--- src/rtl/redmule_mx_output_demux.sv ---
// Output demux for the engine Z stream: one registered stage that steers beats either to the
// Z streamer (FP16 bypass) or to the MX encoder, framing encoder beats into blocks.
module redmule_mx_output_demux #(
    parameter int unsigned DATAW_ALIGN  = 512,
    parameter int unsigned BITW         = 16,
    parameter int unsigned MX_NUM_LANES = 32,
    parameter int unsigned BLOCK_BEATS  = 1,
    parameter int unsigned CNT_W        = 16
) (
    input  logic                           clk_i,
    input  logic                           rst_ni,
    input  logic                           clear_i,
    input  logic                           start_i,
    input  logic                           mx_enable_i,
    input  logic [CNT_W-1:0]               tot_beats_i,
    output logic                           busy_o,
    output logic                           done_o,
    // engine Z result stream
    input  logic                           z_valid_i,
    output logic                           z_ready_o,
    input  logic [DATAW_ALIGN-1:0]         z_data_i,
    input  logic [DATAW_ALIGN/8-1:0]       z_strb_i,
    // FP16 bypass towards the Z streamer
    output logic                           z_raw_valid_o,
    input  logic                           z_raw_ready_i,
    output logic [DATAW_ALIGN-1:0]         z_raw_data_o,
    output logic [DATAW_ALIGN/8-1:0]       z_raw_strb_o,
    // MX encoder beat interface
    output logic                           z_enc_valid_o,
    input  logic                           z_enc_ready_i,
    output logic [MX_NUM_LANES*BITW-1:0]   z_enc_data_o,
    output logic                           z_enc_last_o
);

    localparam int unsigned STRBW = DATAW_ALIGN / 8;
    localparam int unsigned ENCW  = MX_NUM_LANES * BITW;
    localparam int unsigned BLK_W = (BLOCK_BEATS > 1) ? $clog2(BLOCK_BEATS) : 1;
    localparam logic [BLK_W-1:0] BLK_LAST = BLK_W'(BLOCK_BEATS - 1);

    typedef enum logic {
        IDLE = 1'b0,
        RUN  = 1'b1
    } state_e;

    state_e             state_q;
    logic               mode_q;
    logic [CNT_W-1:0]   tot_q;
    logic [CNT_W-1:0]   in_cnt_q;
    logic [CNT_W-1:0]   out_cnt_q;
    logic [BLK_W-1:0]   blk_cnt_q;
    logic               done_q;

    logic               buf_vld_q, buf_vld_d;
    logic [DATAW_ALIGN-1:0] buf_data_q, buf_data_d;
    logic [STRBW-1:0]   buf_strb_q, buf_strb_d;

    logic               out_ready;
    logic               out_hs;
    logic               in_ready;
    logic               in_hs;
    logic               blk_end;
    logic               job_last_beat;
    logic               job_end;

    // Handshake qualification: the only backward combinational path is out_ready into in_ready.
    always_comb begin
        out_ready     = mode_q ? z_enc_ready_i : z_raw_ready_i;
        out_hs        = buf_vld_q & out_ready;
        in_ready      = (state_q == RUN) & (in_cnt_q < tot_q) & (~buf_vld_q | out_ready);
        in_hs         = z_valid_i & in_ready;
        blk_end       = (blk_cnt_q == BLK_LAST);
        job_last_beat = (out_cnt_q == (tot_q - CNT_W'(1)));
        job_end       = out_hs & job_last_beat;
    end

    always_comb begin
        buf_vld_d  = buf_vld_q;
        buf_data_d = buf_data_q;
        buf_strb_d = buf_strb_q;
        if (clear_i) begin
            buf_vld_d = 1'b0;
        end else if (in_hs) begin
            // a reload on a simultaneous drain keeps the stage full
            buf_vld_d  = 1'b1;
            buf_data_d = z_data_i;
            buf_strb_d = z_strb_i;
        end else if (out_hs) begin
            buf_vld_d = 1'b0;
        end
    end

    always_ff @(posedge clk_i or negedge rst_ni) begin
        if (!rst_ni) begin
            buf_vld_q  <= 1'b0;
            buf_data_q <= '0;
            buf_strb_q <= '0;
        end else begin
            buf_vld_q  <= buf_vld_d;
            buf_data_q <= buf_data_d;
            buf_strb_q <= buf_strb_d;
        end
    end

    // Job control: mode and length are latched only on an accepted start.
    always_ff @(posedge clk_i or negedge rst_ni) begin
        if (!rst_ni) begin
            state_q   <= IDLE;
            mode_q    <= 1'b0;
            tot_q     <= '0;
            in_cnt_q  <= '0;
            out_cnt_q <= '0;
            blk_cnt_q <= '0;
            done_q    <= 1'b0;
        end else if (clear_i) begin
            state_q   <= IDLE;
            mode_q    <= 1'b0;
            tot_q     <= '0;
            in_cnt_q  <= '0;
            out_cnt_q <= '0;
            blk_cnt_q <= '0;
            done_q    <= 1'b0;
        end else begin
            done_q <= 1'b0;
            case (state_q)
                IDLE: begin
                    if (start_i) begin
                        mode_q    <= mx_enable_i;
                        tot_q     <= tot_beats_i;
                        in_cnt_q  <= '0;
                        out_cnt_q <= '0;
                        blk_cnt_q <= '0;
                        if (tot_beats_i == '0) begin
                            done_q <= 1'b1;
                        end else begin
                            state_q <= RUN;
                        end
                    end
                end
                RUN: begin
                    if (in_hs) begin
                        in_cnt_q <= in_cnt_q + CNT_W'(1);
                    end
                    if (out_hs) begin
                        out_cnt_q <= out_cnt_q + CNT_W'(1);
                    end
                    if (out_hs && mode_q) begin
                        blk_cnt_q <= blk_end ? '0 : blk_cnt_q + BLK_W'(1);
                    end
                    if (job_end) begin
                        state_q   <= IDLE;
                        in_cnt_q  <= '0;
                        out_cnt_q <= '0;
                        blk_cnt_q <= '0;
                        done_q    <= 1'b1;
                    end
                end
            endcase
        end
    end

    assign z_ready_o     = in_ready;
    assign busy_o        = (state_q == RUN);
    assign done_o        = done_q;

    // The inactive side sees a zero data bus; encoder takes only the low lanes.
    assign z_raw_valid_o = buf_vld_q & ~mode_q;
    assign z_raw_data_o  = mode_q ? '0 : buf_data_q;
    assign z_raw_strb_o  = mode_q ? '0 : buf_strb_q;

    assign z_enc_valid_o = buf_vld_q & mode_q;
    assign z_enc_data_o  = mode_q ? buf_data_q[ENCW-1:0] : '0;
    assign z_enc_last_o  = z_enc_valid_o & (blk_end | job_last_beat);

endmodule

--- config.mk ---
export PLATFORM = sky130hd
export DESIGN_NAME = redmule_mx_output_demux
export DESIGN_NICKNAME = d
export VERILOG_FILES = /design/src/rtl/redmule_mx_output_demux.sv
export SDC_FILE = /design/constraint.sdc
export NUM_CORES = 1
export LEC_CHECK = 0
export CORE_AREA = 2 2 653 655
export DETAILED_ROUTE_END_ITERATION = 7
export DIE_AREA = 0 0 655 657
export PLACE_DENSITY = 0.3
export SKIP_LAST_GASP = 1
export SLEW_MARGIN = 20
export SYNTH_ARGS = -nofsm -noshare
export SYNTH_HDL_FRONTEND = slang
export SYNTH_SLANG_ARGS = --single-unit
--- constraint.sdc ---
create_clock -name clk_i -period 4.3 [get_ports clk_i]
set_clock_uncertainty 0.1 [all_clocks]
set_input_delay 0.86 -clock clk_i [delete_from_list [all_inputs] [get_ports clk_i]]
set_output_delay 0.86 -clock clk_i [all_outputs]
set_load 0.02 [all_outputs]
==> results of run 1 <==
## worst max-delay path by stage
stage	startpoint	end	slack [ps]	cells after the start
floorplan	tot_q[8]	buf_data_q[307]	980	12
global placement	z_enc_ready_i	out_cnt_q[0]	220	9
detailed placement	z_enc_ready_i	out_cnt_q[0]	340	9
CTS	mode_q	z_enc_data_o[188]	-40	6
global route	mode_q	z_enc_data_o[492]	2	5
finish	mode_q	z_raw_data_o[192]	-50	4
## metal layers
layer,track usage,wire (um),share of wire
met3,0.0404,23600,0.077
met1,0.170,128000,0.42
met4,0.0254,5990,0.020
met2,0.234,148000,0.48
met5,0,10,0.000033
## timing repair
item,4_1_cts,5_1_grt
setup endpoints to repair,103,11
gates resized for setup,23,11
pin swaps,0,0
setup buffers,6,0
cloned,0,0
hold buffers,1,0
hold endpoints to repair,2,0
## power groups by stage
stage | Clock, W | Sequential (W) | Combinational (W)
final | 0.00824 | 0.0102 | 0.0140
after global routing | 0.00882 | 0.0105 | 0.0148
after global placement | 0 | 0.0104 | 0.0145
after detailed placement | 0 | 0.0104 | 0.0145
after CTS | 0.00867 | 0.0103 | 0.0146
after floorplan | 0 | 0.00840 | 0.00585
## state kept, by name (all words and copies together) (netlist names)
name,count
busy_o,1
in_cnt_q,16
buf_strb_q,64
mode_q,1
done_o,1
buf_vld_q,1
out_cnt_q,16
tot_q,16
buf_data_q,512
## metrics by stage
| step | worst slack, ps | total power, W | TNS (ps) |
|---|---|---|---|
| final | -45.7 | 0.0325 | -45.7 |
| after CTS | -41.6 | 0.0335 | -184 |
| after detailed placement | 339 | 0.0248 | 0 |
| after floorplan | 979 | 0.0142 | 0 |
| after global routing | 2.11 | 0.0341 | 0 |
| after global placement | 219 | 0.0249 | 0 |
## synthesized netlist by cell type (11+ instances only)
library cell	instances	area share
sky130_fd_sc_hd__clkbuf_1	142	0.017
sky130_fd_sc_hd__xor2_1	11	0.0030
sky130_fd_sc_hd__a21oi_1	29	0.0045
sky130_fd_sc_hd__buf_2	62	0.0096
sky130_fd_sc_hd__ha_1	18	0.0070
sky130_fd_sc_hd__dfrtp_1	628	0.49
sky130_fd_sc_hd__o21ai_0	16	0.0025
sky130_fd_sc_hd__and2_1	516	0.10
sky130_fd_sc_hd__nand3_1	21	0.0033
sky130_fd_sc_hd__nor4_1	12	0.0023
sky130_fd_sc_hd__nand2_1	70	0.0081
sky130_fd_sc_hd__nor2_1	31	0.0036
sky130_fd_sc_hd__xnor2_1	12	0.0033
sky130_fd_sc_hd__mux2_2	577	0.20
sky130_fd_sc_hd__inv_1	34	0.0040
sky130_fd_sc_hd__nor3_1	18	0.0028
sky130_fd_sc_hd__nor2b_1	583	0.11
## cell families (layout without fill, tap and decap cells)
kind of cell	after synthesis	after routing
adders and majority gates	18	18
muxes	580	580
xor gates and xnor gates	23	23
other	0	40
buffers and inverters	245	2051
DFF	628	628
AOI/OAI and AO/OA	108	108
and+or+nand+nor	1289	1289
## worst max-delay path: cells and delay by family, from the launching register on
kind / cells / cell delay, ps
DFF: 1 / 590
buffers and inverters: 3 / 1130
and+or+nand+nor: 1 / 750
## area by class of cell
type	instances	area, um^2	area share
clock inverter	22	283	0.00468
tap	5663	7090	0.117
clock buffer	148	2880	0.0477
sequential	628	15700	0.260
timing repair buffer	1847	18700	0.309
antenna	40	100	0.00166
inverter	34	128	0.00211
multi-input combinational	2018	15600	0.257
==> metrics list, run 1 <==
- The flow ran to the end, but the final reports show violations.
- The final reports fail on setup timing.
- Hold crit path type: reg2reg
- Count of flip-flops with a built-in enable after synthesis: 0
* Average wire per cell in the routed design: 29.4 um
* Tightest Pin Transition: about 1200 ps
- Number of CTS-inserted buffers: slightly below 100
- CP required: 3340 ps
* Hold_sp: buf_strb_q[12]
- Fill cell instance count of the final layout: 47957
* Final Cell Area: between 60000 and 70000 um^2
- Count of synthesis-stage warnings from yosys: 0
- The detailed router placed between 20000 and 30000 vias in this run.
* Worst Hold Slack: just under 400 ps
- Setup repair after global routing left no endpoint under its margin.
- The root buffer cell chosen for the clock tree is sky130_fd_sc_hd__clkbuf_16.
* GR Overflow Total: 0
- The final count of pins violating max slew came to 0.
* Placed instance area: between 50000 and 60000 um^2
- In the routed design, unresolved DRC markers number 0.
- Once detailed placement completed, the half-perimeter wirelength came to around 260000 um.
- Post-layout minimum cycle time: about 4300 ps
- Final cell utilization of the core: 0.143
- Of all flip-flops after synthesis, the portion carrying an async set or reset was 1.00.
- Measured along the x axis, the die boundary spans 655 um.
- Antenna violations before repair: ~120
- The worst register-to-register path ends at out_cnt_q[13].
- For this configuration, the core starts out at a cell density of 0.0763.
- Cell depth of the worst min-delay path: 1
- By area, the combinational part of the netlist is dominated by simple AND/OR/NAND/NOR gates.
- Final nets: ~5200
- Sequential cell area fraction in the yosys report: 0.487
* Capture endpoint of the worst hold path: buf_strb_q[12]
* Period utilization: 1.01
- Total leakage power: 22.9 nW
* Commonest cells after routing, fill and taps aside: 1531 x sky130_fd_sc_hd__clkdlybuf4s50_1, 626 x sky130_fd_sc_hd__dfrtp_1, 578 x sky130_fd_sc_hd__nor2b_1, 577 x sky130_fd_sc_hd__mux2_2, 514 x sky130_fd_sc_hd__and2_1
- The number of hold violations in the final report is 0.
- Area overhead of the layout relative to synthesis: 87.2%
- Worst VDD drop: 0.000311 V
* Clock latency on the worst-skew pair: 780 ps
* Syn Std Cell Area: roughly 32000 um^2
- In this run the register-to-register setup slack is about 540 ps.
* Area share of and/or/nand/nor cells after synthesis: 0.242
* Comb power frac: 0.433
- Pwr per Cell Area: 537 nW/um^2
* Std-Cell Core Area: between 400000 and 500000 um^2
* Worst-case headroom to the max-slew limit: 0.184
* Netlist cell types: 61
- Clk slew on worst S/H paths: around 60 ps
* Die footprint: about 430000 um^2
* Most used flip-flop cell after synthesis: sky130_fd_sc_hd__dfrtp_1
- The congestion estimate from routability-driven global placement came to ~0.93.
* Largest net degree at the start of global routing: around 160
- Synthesis handed over a netlist of between 2000 and 3000 instances.
* Wire length of the first global-routing pass: 379000 um
- In this run the vertical extent of the chip is ~660 um.
- Psw: between 0.01 and 0.015 W
- Averaged over all synthesized cells, the footprint is 11.2 um^2.
* Total number of clock tree sinks: 628
- Power share of the clock group: 0.254
- STA puts the critical path data arrival time at between 3000 and 4000 ps.
* Fraction of layout cells with a size suffix above 1: 0.220
* Synthesis-stage register bit count: around 630
- The number of cells on the worst reg-to-reg path is 10.
- Global-route usage over all layers: 0.137
- After detailed routing, the total wire length is about 310000 um.
* Buffer levels on the longest clock path: 4
* Most frequent standard cell in the layout excluding fill and tap cells: sky130_fd_sc_hd__clkdlybuf4s50_1
- Quantity of I/O buffers inserted on ports: approximately 1700
- Placed insts: around 10000
- Of the total synthesized cell area, the portion taken by full adders, half adders and majority gates is 0.00698.
* Chain of cells forming the critical path: buf_4 -> buf_12 -> nor2b_1 -> clkdlybuf4s50_1
- Once detail routing completed, the nets flagged for antenna violations numbered 0.
- Final setup vio count: 1
- Nets in the synthesized netlist: approximately 3500
* Startpoint types: register
* Vias per inst: between 2 and 3
- CTS H-tree lvls: 3
- The number of global-route vias before repair came to between 30000 and 40000.
- Of the total synthesized cell area, the portion taken by XOR and XNOR cells is 0.00624.
* Mux contribution to synthesized area: 0.202
- Along the worst path, the maximum fanout reaches just under 90.
- Slack of the critical path: -45.7 ps
- Setup Crit Path Kind: reg2out
* Delay of the slowest cell on the worst path: about 750 ps
- Excluding fillers, the count of instances in the completed layout stands at 10400.
- STA classifies the critical path endpoint as an output pin.
- Post-synthesis compound-gate area fraction: 0.0237
- Max Clk Rate: between 200 and 250 MHz
- Of the total power, registers draw 0.314.
- The slowest stage of the critical path is the sky130_fd_sc_hd__nor2b_1 cell.
- Net switching share of the total power: 0.423
- Number of cell rows: 239
- Across the run, the number of max-cap violations was 0.
- The first detailed-routing pass ran for 5 iterations.
- Iteration-0 DRC Markers: between 1000 and 1500
- TritonCTS built the clock tree.
* Internal portion of total power: 0.0187 W
- 1694 I/O pins were placed.
- Critical register-to-register path startpoint: tot_q[1]
No activity file was read; power rests on OpenSTA's default activity.
==> run 2, diff against run 1 <==
CORE_AREA = 2 2 669 671   (was 2 2 653 655)
DIE_AREA = 0 0 671 673   (was 0 0 655 657)
clock period = 3.53 ns   (was 4.3 ns; I/O delays follow)
==> run 2 against run 1 <==
The flow now finishes without violations; combinational power grew 38%; final area grew 8.2%; setup slack gained 75 ps; non-clock buffer count grew 129; final cell count grew 3.8%; critical path depth grew 2; first-iteration DRC count shrank 7.6%; global-route usage grew 0.86 points.
==> metrics list, run 2 (synthesis results as in run 1) <==
- Grouping stages by cell kind, the critical path spends the most delay in buffers and inverters.
* Clk slew on worst S/H paths: 60 ps (about the same)
- The number of buffers added by the clock tree synthesis step was 98 (-1.0%).
- The number of placed I/O pins was 1694 (unchanged).
- The proportion of layout cells with a drive suffix above 1 was 0.359 (+0.138).
- Placed instance area: 60600 um^2 (+6.3%)
* Vias per inst: 2.85 (-0.78%)
- Commonest cells after routing, fill and taps aside: 615 x sky130_fd_sc_hd__clkdlybuf4s50_1, 614 x sky130_fd_sc_hd__dfrtp_1, 577 x sky130_fd_sc_hd__mux2_2, 498 x sky130_fd_sc_hd__and2_1, 479 x sky130_fd_sc_hd__dlygate4sd2_1
* Routed wl met2: 166000 um (+12%)
- The clock sink count came to 628 (unchanged).
- The total wirelength of the detailed-routed design is 343000 um (+12%).
* Buffer levels on the longest clock path: 4 (unchanged)
- Worst setup timing slack at the placement stage: -332 ps (-671 ps)
- Number of design rule violations left after detail routing: 0 (unchanged)
- Final number of max-transition violations: 0 (unchanged)
- Power share of the clock group: 0.253 (about the same)
- Final Cell Area: 65400 um^2 (+8.2%)
- The area of the die came to 452000 um^2 (+4.9%).
* Wire length of the first global-routing pass: 419000 um (+11%)
* Post-DP HPWL: 291000 um (+9.7%)
- The slew at the pin with the worst max-slew slack is 677 ps (-545 ps).
* Met3 routed WL: 32800 um (+39%)
- Area overhead of the layout relative to synthesis: 103%
- Slack of the critical path: 28.9 ps (+74.7 ps)
* Number of hold violations in the final report: 0 (unchanged)
- The combinational share of power was 0.463 (+0.030).
* CP max-delay cell: sky130_fd_sc_hd__dfrtp_4
* Average wire per cell in the routed design: 31.8 um (+7.9%)
- The total global-route track usage was 0.146 (+0.00857).
* Clock latency on the worst-skew pair: 820 ps (+40 ps)
- Internal portion of total power: 0.0241 W (+29%)
* Arrival time at the worst endpoint: 2700 ps (-690 ps)
* Maximum fanout along the worst path: 27 (-69%)
- CP required: 2720 ps (-620 ps)
- Most frequent standard cell in the layout excluding fill and tap cells: sky130_fd_sc_hd__clkdlybuf4s50_1
* Top Metal Used: met4
- Setup repair after global routing could not meet its margin everywhere.
- The deepest level of the CTS H-tree came to 3 (unchanged).
* Total chip power: 0.0416 W (+28%)
* Via count of the first global-routing pass: 32654 (+4.8%)
* Total leakage power: 28.4 nW (+24%)
* Cell depth of the worst min-delay path: 2 (+1)
* Chain of cells forming the critical path: buf_4 -> buf_8 -> bufbuf_16 -> buf_4 -> nor2b_1 -> dlygate4sd2_1
- Y dimension of the die: 673 um (+2.4%)
- Post-layout minimum cycle time: 3500 ps
* Largest registers ranked by flip-flop count: buf_data_q (512), buf_strb_q (64)
- The final weighted congestion of routability-driven global placement is 0.903 (-3.3%).
- The wire length on met1 was 138000 um (+8.0%).
- The number of input and output port buffers inserted came to 1693 (unchanged).
* Die W: 671 um (+2.4%)
* Initial standard-cell utilization of the core: 0.0726 (-0.00367)
- Pwr per Cell Area: 637 nW/um^2 (+19%)
* Number of cell rows: 245 (+2.5%)
- The worst voltage drop across the vdd grid is 0.000384 V (+24%).
* Psw: 0.0175 W (+27%)
* 1st-pass router iterations: 4 (-1)
* Flip-flop count of the largest register after layout: 512 (unchanged)
- Final nets: 5374 (+2.4%)
- Critical Path Most Common Cell: sky130_fd_sc_hd__buf_4
* Antenna violations before repair: 110 (-9.8%)
- The post-route antenna net violation count is 0 (unchanged).
- The number of cells on the worst reg-to-reg path is 10 (unchanged).
* Relative contribution of sequential cells to total power: 0.284 (-0.030)
* Delay of the slowest cell on the worst path: 500 ps (-250 ps)
- The worst setup path is of the reg2out kind.
- Std-Cell Core Area: 444000 um^2 (+5.0%)
* Total number of vias: 30786 (+3.0%)
- Iteration-0 DRC Markers: 1367 (-7.6%)
- Worst-case headroom to the max-slew limit: 0.549 (+0.365)
* Number of buffers and inverters on the critical path: 5 (+2)
- Most flop-heavy register: buf_data_q
- Net switching share of the total power: 0.420 (-0.00323)
- Critical path capture point type: output pin
- The pin count of the biggest net entering global routing is 89 (-43%).
* Period utilization: 0.992
- Max Clk Rate: between 200 and 300 MHz
- Max cap viols: 0 (unchanged)
- Final setup vio count: 0 (-1)
- TritonCTS clock tree: yes
- STA classifies the critical path startpoint as a register.
- Root buffer selected by CTS: sky130_fd_sc_hd__clkbuf_16
- Stages on worst setup path: 6 (+2)
- The total overflow reported by the global router was 0 (unchanged).
- The min-delay analysis places its worst path in the category in2reg.
- Outcome: finished, final reports clean
[run 2: cell count changes in the layout (fill, tap and decap cells not counted), sizes merged]
cell / delta
clkdlybuf4s50: -916
dlygate4sd2: +465
buf: +386
clkbuf: +85
dlymetal6s2s: +59
clkdlybuf4s15: +29
clkinv: +12
bufbuf: +9
diode: -6
bufinv: +4
clkinvlp: +3
inv: +1
[run 2: area by class of cell]
class | instances | area (um^2)
multi-input cells | 2018 | 16200
inverters | 34 | 130
repair buffers | 1976 | 22500
diodes | 34 | 85.1
clock inverters | 42 | 524
fillers | 49905 | 379000
well taps | 5928 | 7420
clock buffers | 136 | 2800
flip-flops and latches | 628 | 15700
[run 2: layer usage]
metal	vias up	global-route usage
met4	0	0.0238
met1	15879	0.171
met5	-	0
li1	13409	-
met3	291	0.0630
met2	1207	0.248
[run 2: final timing paths]
check / endpoint / slack (ps) / from
worst max-delay path: z_raw_strb_o[21] / 30 / mode_q
worst min-delay path: buf_data_q[304] / 360 / z_data_i[304]
worst max register to register: out_cnt_q[2] / 70 / tot_q[5]
worst min register to register: buf_strb_q[62] / 400 / buf_strb_q[62]
max in group asynchronous: buf_data_q[32] / 1870 / rst_ni
min in group asynchronous: buf_strb_q[26] / 390 / rst_ni
[run 2: metrics by stage]
stage	util	instances	hold slack (ps)	TNS [ps]
final	0.147	10796	358	0
after detailed placement	0.136	10512	387	-141560
after global placement	0.136	10512	384	-203150
after CTS	0.146	10744	215	-24590
after floorplan	-	2891	310	0
after global routing	0.147	10768	282	-10850
[run 2: repair_timing]
action                                   CTS  global route
endpoints found under the setup margin  1290           349
endpoints found under the hold margin     30             0
buffers inserted                          37             8
resized for setup                        936           352
pin swaps                                  9             3
cloned                                    19            11
hold buffers                               1             0
[run 2: power groups by stage]
stage / logic (W) / clock network (W) / registers [W]
2_1_floorplan: 0.00712 / 0 / 0.0102
3_3_place_gp: 0.0204 / 0 / 0.0121
3_5_place_dp: 0.0204 / 0 / 0.0120
4_1_cts: 0.0201 / 0.0111 / 0.0119
5_1_grt: 0.0206 / 0.0113 / 0.0122
6_report: 0.0193 / 0.0105 / 0.0118
[run 2: worst reg2reg max path, delay by kind of cell (launching register included)]
kind / cells / cell delay (ps)
AOI/OAI and AO/OA: 4 / 940
buffers and inverters: 3 / 450
DFF: 1 / 420
and+or+nand+nor: 3 / 1450
